### config.mk
export PLATFORM = sky130hd
export DESIGN_NAME = layer_priority_ctrl
export DESIGN_NICKNAME = d
export VERILOG_FILES = /design/src/rtl/layer_priority_ctrl.sv
export SDC_FILE = /design/constraint.sdc
export NUM_CORES = 1
export LEC_CHECK = 0
export ABC_CLOCK_PERIOD_IN_PS = 3200
export CAP_MARGIN = 20
export CORE_MARGIN = 2
export CORE_UTILIZATION = 40
export DETAILED_ROUTE_END_ITERATION = 12
export GPL_ROUTABILITY_DRIVEN = 0
export PLACE_DENSITY = 0.74
export SKIP_LAST_GASP = 1
export SYNTH_ARGS = -nofsm -noshare
export SYNTH_HDL_FRONTEND = slang
export SYNTH_SLANG_ARGS = --single-unit
### constraint.sdc
create_clock -name clk -period 3.2 [get_ports clk]
set_input_delay 0.64 -clock clk [delete_from_list [all_inputs] [get_ports clk]]
set_output_delay 0.64 -clock clk [all_outputs]
set_load 0.01 [all_outputs]
### src/rtl/layer_priority_ctrl.sv
// layer_priority_ctrl: per-pixel layer selection driven by a priority table.
// A shadow priority table is written through cfg_*, and it is copied to the
// active table at the next startOfFrame.
// Optional feature macro: LAYER_BLINK_EN. When it is defined, layers selected
// by blinkMask are suppressed during every other block of BLINK_FRAMES frames.
module layer_priority_ctrl #(
  parameter int unsigned LAYERS       = 6,
  parameter int unsigned BLINK_FRAMES = 8
) (
  input  logic                   clk,
  input  logic                   resetN,
  input  logic                   startOfFrame,
  input  logic [LAYERS-1:0]      layerDR,
  input  logic [LAYERS-1:0][7:0] layerRGB,
  input  logic [7:0]             backGroundRGB,
  input  logic                   cfg_valid,
  input  logic [2:0]             cfg_slot,
  input  logic [2:0]             cfg_layer,
  output logic                   cfg_ready,
  output logic                   cfg_err,
  output logic                   commitDone,
  input  logic [LAYERS-1:0]      blinkMask,
  output logic [7:0]             RGBOut,
  output logic [2:0]             winLayer,
  output logic                   anyHit
);

  typedef enum logic [1:0] {IDLE, DIRTY, COMMIT} state_t;

  state_t                 state;
  logic [LAYERS-1:0][2:0] active_tbl;
  logic [LAYERS-1:0][2:0] shadow_tbl;
  logic [LAYERS-1:0][2:0] shadow_nx;
  logic                   wr_acc;
  logic                   wr_bad;
  logic                   wr_ok;
  logic [LAYERS-1:0]      req_eff;
  logic [7:0]             req8;
  logic [7:0][7:0]        rgb8;
  logic                   found;
  logic [2:0]             win;

`ifdef LAYER_BLINK_EN
  logic [7:0] frame_cnt;
  logic       blink_phase;

  // Frame counter: toggles blink_phase every BLINK_FRAMES frame starts
  always_ff @(posedge clk or negedge resetN) begin
    if (!resetN) begin
      frame_cnt   <= 8'd0;
      blink_phase <= 1'b0;
    end else if (startOfFrame) begin
      if (frame_cnt == 8'(BLINK_FRAMES - 1)) begin
        frame_cnt   <= 8'd0;
        blink_phase <= ~blink_phase;
      end else begin
        frame_cnt <= frame_cnt + 8'd1;
      end
    end
  end

  assign req_eff = layerDR & ~(blink_phase ? blinkMask : '0);
`else
  logic unused_blink;

  assign unused_blink = ^{blinkMask, 8'(BLINK_FRAMES)};
  assign req_eff      = layerDR;
`endif

  // Config write decode; out-of-range writes are accepted but leave the shadow untouched
  always_comb begin
    wr_acc    = cfg_valid & cfg_ready;
    wr_bad    = ({1'b0, cfg_slot} >= 4'(LAYERS)) || ({1'b0, cfg_layer} >= 4'(LAYERS));
    wr_ok     = wr_acc & ~wr_bad;
    shadow_nx = shadow_tbl;
    if (wr_ok) begin
      for (int i = 0; i < int'(LAYERS); i++) begin
        if (cfg_slot == 3'(i)) shadow_nx[i] = cfg_layer;
      end
    end
  end

  // Config FSM; the active table loads on entry to COMMIT, so it includes a same-cycle write
  always_ff @(posedge clk or negedge resetN) begin
    if (!resetN) begin
      state      <= IDLE;
      cfg_ready  <= 1'b1;
      cfg_err    <= 1'b0;
      commitDone <= 1'b0;
      for (int i = 0; i < int'(LAYERS); i++) begin
        active_tbl[i] <= 3'(i);
        shadow_tbl[i] <= 3'(i);
      end
    end else begin
      cfg_err    <= wr_acc & wr_bad;
      commitDone <= 1'b0;
      cfg_ready  <= 1'b1;
      shadow_tbl <= shadow_nx;
      case (state)
        IDLE: begin
          if (wr_ok) state <= DIRTY;
        end
        DIRTY: begin
          if (startOfFrame) begin
            state      <= COMMIT;
            active_tbl <= shadow_nx;
            commitDone <= 1'b1;
            cfg_ready  <= 1'b0;
          end
        end
        COMMIT: state <= IDLE;
        default: state <= IDLE;
      endcase
    end
  end

  // Priority scan: the lowest slot whose layer requests wins
  always_comb begin
    req8  = 8'(req_eff);
    rgb8  = '0;
    found = 1'b0;
    win   = 3'd0;
    for (int i = 0; i < int'(LAYERS); i++) rgb8[i] = layerRGB[i];
    for (int i = 0; i < int'(LAYERS); i++) begin
      if (!found && req8[active_tbl[i]]) begin
        found = 1'b1;
        win   = active_tbl[i];
      end
    end
  end

  // Registered pixel output, falling back to the background colour
  always_ff @(posedge clk or negedge resetN) begin
    if (!resetN) begin
      RGBOut   <= 8'd0;
      winLayer <= 3'd0;
      anyHit   <= 1'b0;
    end else begin
      RGBOut   <= found ? rgb8[win] : backGroundRGB;
      winLayer <= found ? win : 3'd0;
      anyHit   <= found;
    end
  end

endmodule

==> impl_metrics.prom <==
# TYPE chip_impl_metric gauge
chip_impl_metric{name="die_w",unit="µm"} 91.90
chip_impl_metric{name="num_rows",unit=""} 32
chip_impl_metric{name="numClockSinks",unit=""} 53
chip_impl_metric{name="max-clock-path-buffers",unit=""} 2
chip_impl_metric{name="num_vias",unit=""} 2925
chip_impl_metric{name="pin_count_of_the_biggest_net_entering_global_routing",unit=""} 36
chip_impl_metric{name="die-area",unit="µm²"} 8446
chip_impl_metric{name="crit_fanout",unit=""} 7
chip_impl_metric{name="holdBufCountCts",unit=""} 0
chip_impl_metric{name="final_cell_count_no_fill",unit=""} 534
chip_impl_metric{name="synthToLayoutAreaGrowth",unit="%"} 43.48
chip_impl_metric{name="synth.lib_cells_used.distinct",unit=""} 60
chip_impl_metric{name="ctsHtreeMaxLevel",unit=""} 2
chip_impl_metric{name="avgSynthCellArea",unit="µm²"} 9.937
chip_impl_metric{name="ioPinCount",unit=""} 93
chip_impl_metric{name="port_buffers",unit=""} 86
chip_impl_metric{name="avgViaCountPerCell",unit=""} 5.478
chip_impl_metric{name="synth_enable_flop_cells",unit=""} 0
chip_impl_info{name="most_common_cell_after_layout_fill_and_taps_aside",value="sky130_fd_sc_hd__clkdlybuf4s50_1"} 1
chip_impl_metric{name="final_antenna_net_count",unit=""} 0
chip_impl_info{name="holdCritPathClass",value="primary input to asynchronous set/reset pin"} 1
chip_impl_metric{name="dpl.cell_count",unit=""} 523
chip_impl_metric{name="critical_path.max_stage_delay",unit="ps"} 330
chip_impl_info{name="crit_type",value="primary input to flop"} 1
chip_impl_metric{name="start_util",unit="%"} 40.63
chip_impl_metric{name="powerDensity",unit="nW/µm²"} 987.5
chip_impl_info{name="tritoncts",value="yes"} 1
chip_impl_info{name="path_delay_family",value="compound AO/OA/AOI/OAI gates"} 1
chip_impl_metric{name="drt_iter0_drc",unit=""} 181
chip_impl_metric{name="postRouteWirelength",unit="µm"} 8537
chip_impl_metric{name="fmaxAchievable",unit="GHz"} 0.3308
chip_impl_metric{name="worst_setup_slack_post_dpl",unit="ps"} -361.7
chip_impl_info{name="crit_path_end_kind",value="flop"} 1
chip_impl_metric{name="number_of_global_route_vias_before_repair",unit=""} 2813
chip_impl_info{name="cp_slowest_cell",value="sky130_fd_sc_hd__mux2_1"} 1
chip_impl_metric{name="synth_fp_nets",unit=""} 389
chip_impl_metric{name="leakage",unit="nW"} 1.919
chip_impl_metric{name="max_capacitance_violation_count",unit=""} 0
chip_impl_metric{name="all_layer_global_routing_usage",unit="%"} 20.67
chip_impl_metric{name="number_of_nets_in_the_layout",unit=""} 509
chip_impl_metric{name="postSynthRegisterBits",unit=""} 53
chip_impl_info{name="worstPathCellList",value="dlygate4sd2_1 > mux2_1 > a222oi_1 > buf_4 > and4_4 > and2_4 > nand3_4 > buf_6 > and2_0 > a221o_1 > a32o_1"} 1
chip_impl_metric{name="clock_skew",unit="ps"} 15.79
chip_impl_metric{name="critPathRequiredTime",unit="ps"} 3400
chip_impl_metric{name="final.period_utilization",unit="%"} 94.46
chip_impl_metric{name="grt_first_pass_wirelength",unit="µm"} 13920
chip_impl_metric{name="clock_latency",unit="ps"} 310
chip_impl_metric{name="setup.reg_to_reg.worst_slack",unit="ps"} 230
chip_impl_info{name="status",value="complete, no violations"} 1
chip_impl_metric{name="worst-endpoint-arrival",unit="ps"} 3220
chip_impl_metric{name="drt_pre_antenna_iters",unit=""} 4
chip_impl_metric{name="antenna_found_initial",unit=""} 0
chip_impl_metric{name="report.final.slew_viol_count",unit=""} 0
chip_impl_metric{name="layout_min_cycle_time",unit="ps"} 3023
chip_impl_info{name="ys_flop_type",value="sky130_fd_sc_hd__dfrtp_1"} 1
chip_impl_metric{name="clkTransAtPathRegs",unit="ps"} 110
chip_impl_metric{name="routed_wire_length_per_instance",unit="µm"} 15.99
chip_impl_metric{name="worstPathBufferInverterCount",unit=""} 3
chip_impl_metric{name="finalSetupViolCount",unit=""} 0
chip_impl_metric{name="final-hold-violation-count",unit=""} 0
chip_impl_metric{name="total_overflow_reported_by_the_global_router",unit=""} 0
chip_impl_metric{name="post_route_cells_drive_above_1_share",unit="%"} 24.54
chip_impl_metric{name="final_core_utilization",unit="%"} 58.29
chip_impl_metric{name="netlist_area",unit="µm²"} 3090
chip_impl_info{name="rsz0062_at_grt",value="false"} 1
chip_impl_metric{name="postLayoutSetupSlackWorst",unit="ps"} 177.2
chip_impl_metric{name="finalPower",unit="mW"} 4.379
chip_impl_metric{name="yosysWarningCount",unit=""} 0
chip_impl_metric{name="dp_hpwl",unit="µm"} 6641
chip_impl_metric{name="numCtsBuffers",unit=""} 5
chip_impl_metric{name="timing_worst_slew_pin_value",unit="ps"} 621.6
chip_impl_metric{name="core",unit="µm²"} 7607
chip_impl_metric{name="die_y",unit="µm"} 91.90
chip_impl_info{name="timing.critical_path.from_type",value="primary input"} 1
chip_impl_metric{name="peak_supply_drop",unit="mV"} 0.5023
chip_impl_metric{name="async_reset_ff_share",unit="%"} 100.0
chip_impl_info{name="cts.root.buffer_cell",value="sky130_fd_sc_hd__clkbuf_8"} 1
chip_impl_metric{name="maxSlewHeadroom",unit="%"} 58.52
chip_impl_metric{name="netlist_instances",unit=""} 311
chip_impl_metric{name="diodes",unit=""} 0
chip_impl_metric{name="drc",unit=""} 0
chip_impl_metric{name="synth_seq_area_share",unit="%"} 43.52
chip_impl_info{name="layout_common_cells",value="sky130_fd_sc_hd__clkdlybuf4s50_1, sky130_fd_sc_hd__nand2_1, sky130_fd_sc_hd__dfrtp_1"} 1
==> synthesized netlist by cell type, types with 6 or more instances <==
library cell              instances  area [µm²]
sky130_fd_sc_hd__nand3_1         12       60.06
sky130_fd_sc_hd__dfstp_2         15       394.1
sky130_fd_sc_hd__mux2i_1          7       70.07
sky130_fd_sc_hd__o21ai_0         13       65.06
sky130_fd_sc_hd__nor2b_1          9       56.30
sky130_fd_sc_hd__nor2_1          12       45.04
sky130_fd_sc_hd__dfrtp_1         38       950.9
sky130_fd_sc_hd__inv_1            6       22.52
sky130_fd_sc_hd__a21oi_1          7       35.03
sky130_fd_sc_hd__nor3_1           9       45.04
sky130_fd_sc_hd__a32o_1           7       70.07
sky130_fd_sc_hd__a31oi_1          9       56.30
sky130_fd_sc_hd__mux2_2          26       292.8
sky130_fd_sc_hd__nand2_1         56       210.2
sky130_fd_sc_hd__a221o_1          7       70.07
==> repair_timing <==
item / 4_1_cts / 5_1_grt
pin swaps: 0 / 5
buffers inserted: 0 / 3
gates resized for setup: 1 / 13
endpoints found under the setup margin: 7 / 8
==> power by group <==
part	internal [mW]	switching [mW]	total, mW	leakage (nW)
combinational	1.48	1.33	2.81	1.25
clock	0.156	0.230	0.386	0.0445
sequential	0.988	0.191	1.18	0.626
==> cell type report <==
class	instances	area (µm²)
clock inverter	3	21.27
fill	678	3173
clock buffer	5	68.82
multi-input combinational	238	1658
sequential	53	1345
inverter	7	26.28
tap	102	127.6
timing repair buffer	126	1187
==> state kept, by name (all words and copies together), names as in the netlist <==
register / count
RGBOut: 8
commitDone: 1
winLayer: 3
cfg_err: 1
active_tbl: 18
state: 2
cfg_ready: 1
shadow_tbl: 18
anyHit: 1
==> path summary, 6_finish.rpt <==
check | start | endpoint | depth (start not counted)
worst min register to register | state[1] | state[0] | 1
worst min-delay path | resetN | active_tbl[1] | 1
worst max register to register | active_tbl[3] | RGBOut[7] | 9
max in group asynchronous | resetN | active_tbl[17] | 2
min in group clk | state[1] | state[0] | 1
worst max-delay path | layerDR[5] | RGBOut[4] | 11
==> through the flow <==
step	cell area, µm²	hold slack [ps]	TNS [ps]
2_1_floorplan	3090	344.4	0
3_3_place_gp	4289	395.8	-2116
3_5_place_dp	4289	405.9	-2720
4_1_cts	4378	277.3	0
5_1_grt	4434	275.1	0
6_report	4434	255.0	0
==> metal layers <==
| metal | share of wire [%] | track usage [%] |
|---|---|---|
| met1 | 45 | 28.71 |
| met2 | 48 | 33.46 |
| met3 | 4.4 | 3.205 |
| met4 | 2.4 | 6.219 |
| met5 | 0 | 0 |
==> cell families (layout without fill, tap and decap cells) <==
logic type / count (synthesis) / after routing / synth area share [%]
AND/OR/NAND/NOR: 126 / 126 / 20.32
AO/OA/AOI/OAI: 73 / 73 / 18.34
buffers and inverters: 20 / 141 / 3.279
multiplexers: 39 / 39 / 14.53
flip-flops: 53 / 53 / 43.52
No activity file was read; power rests on OpenSTA's default activity.
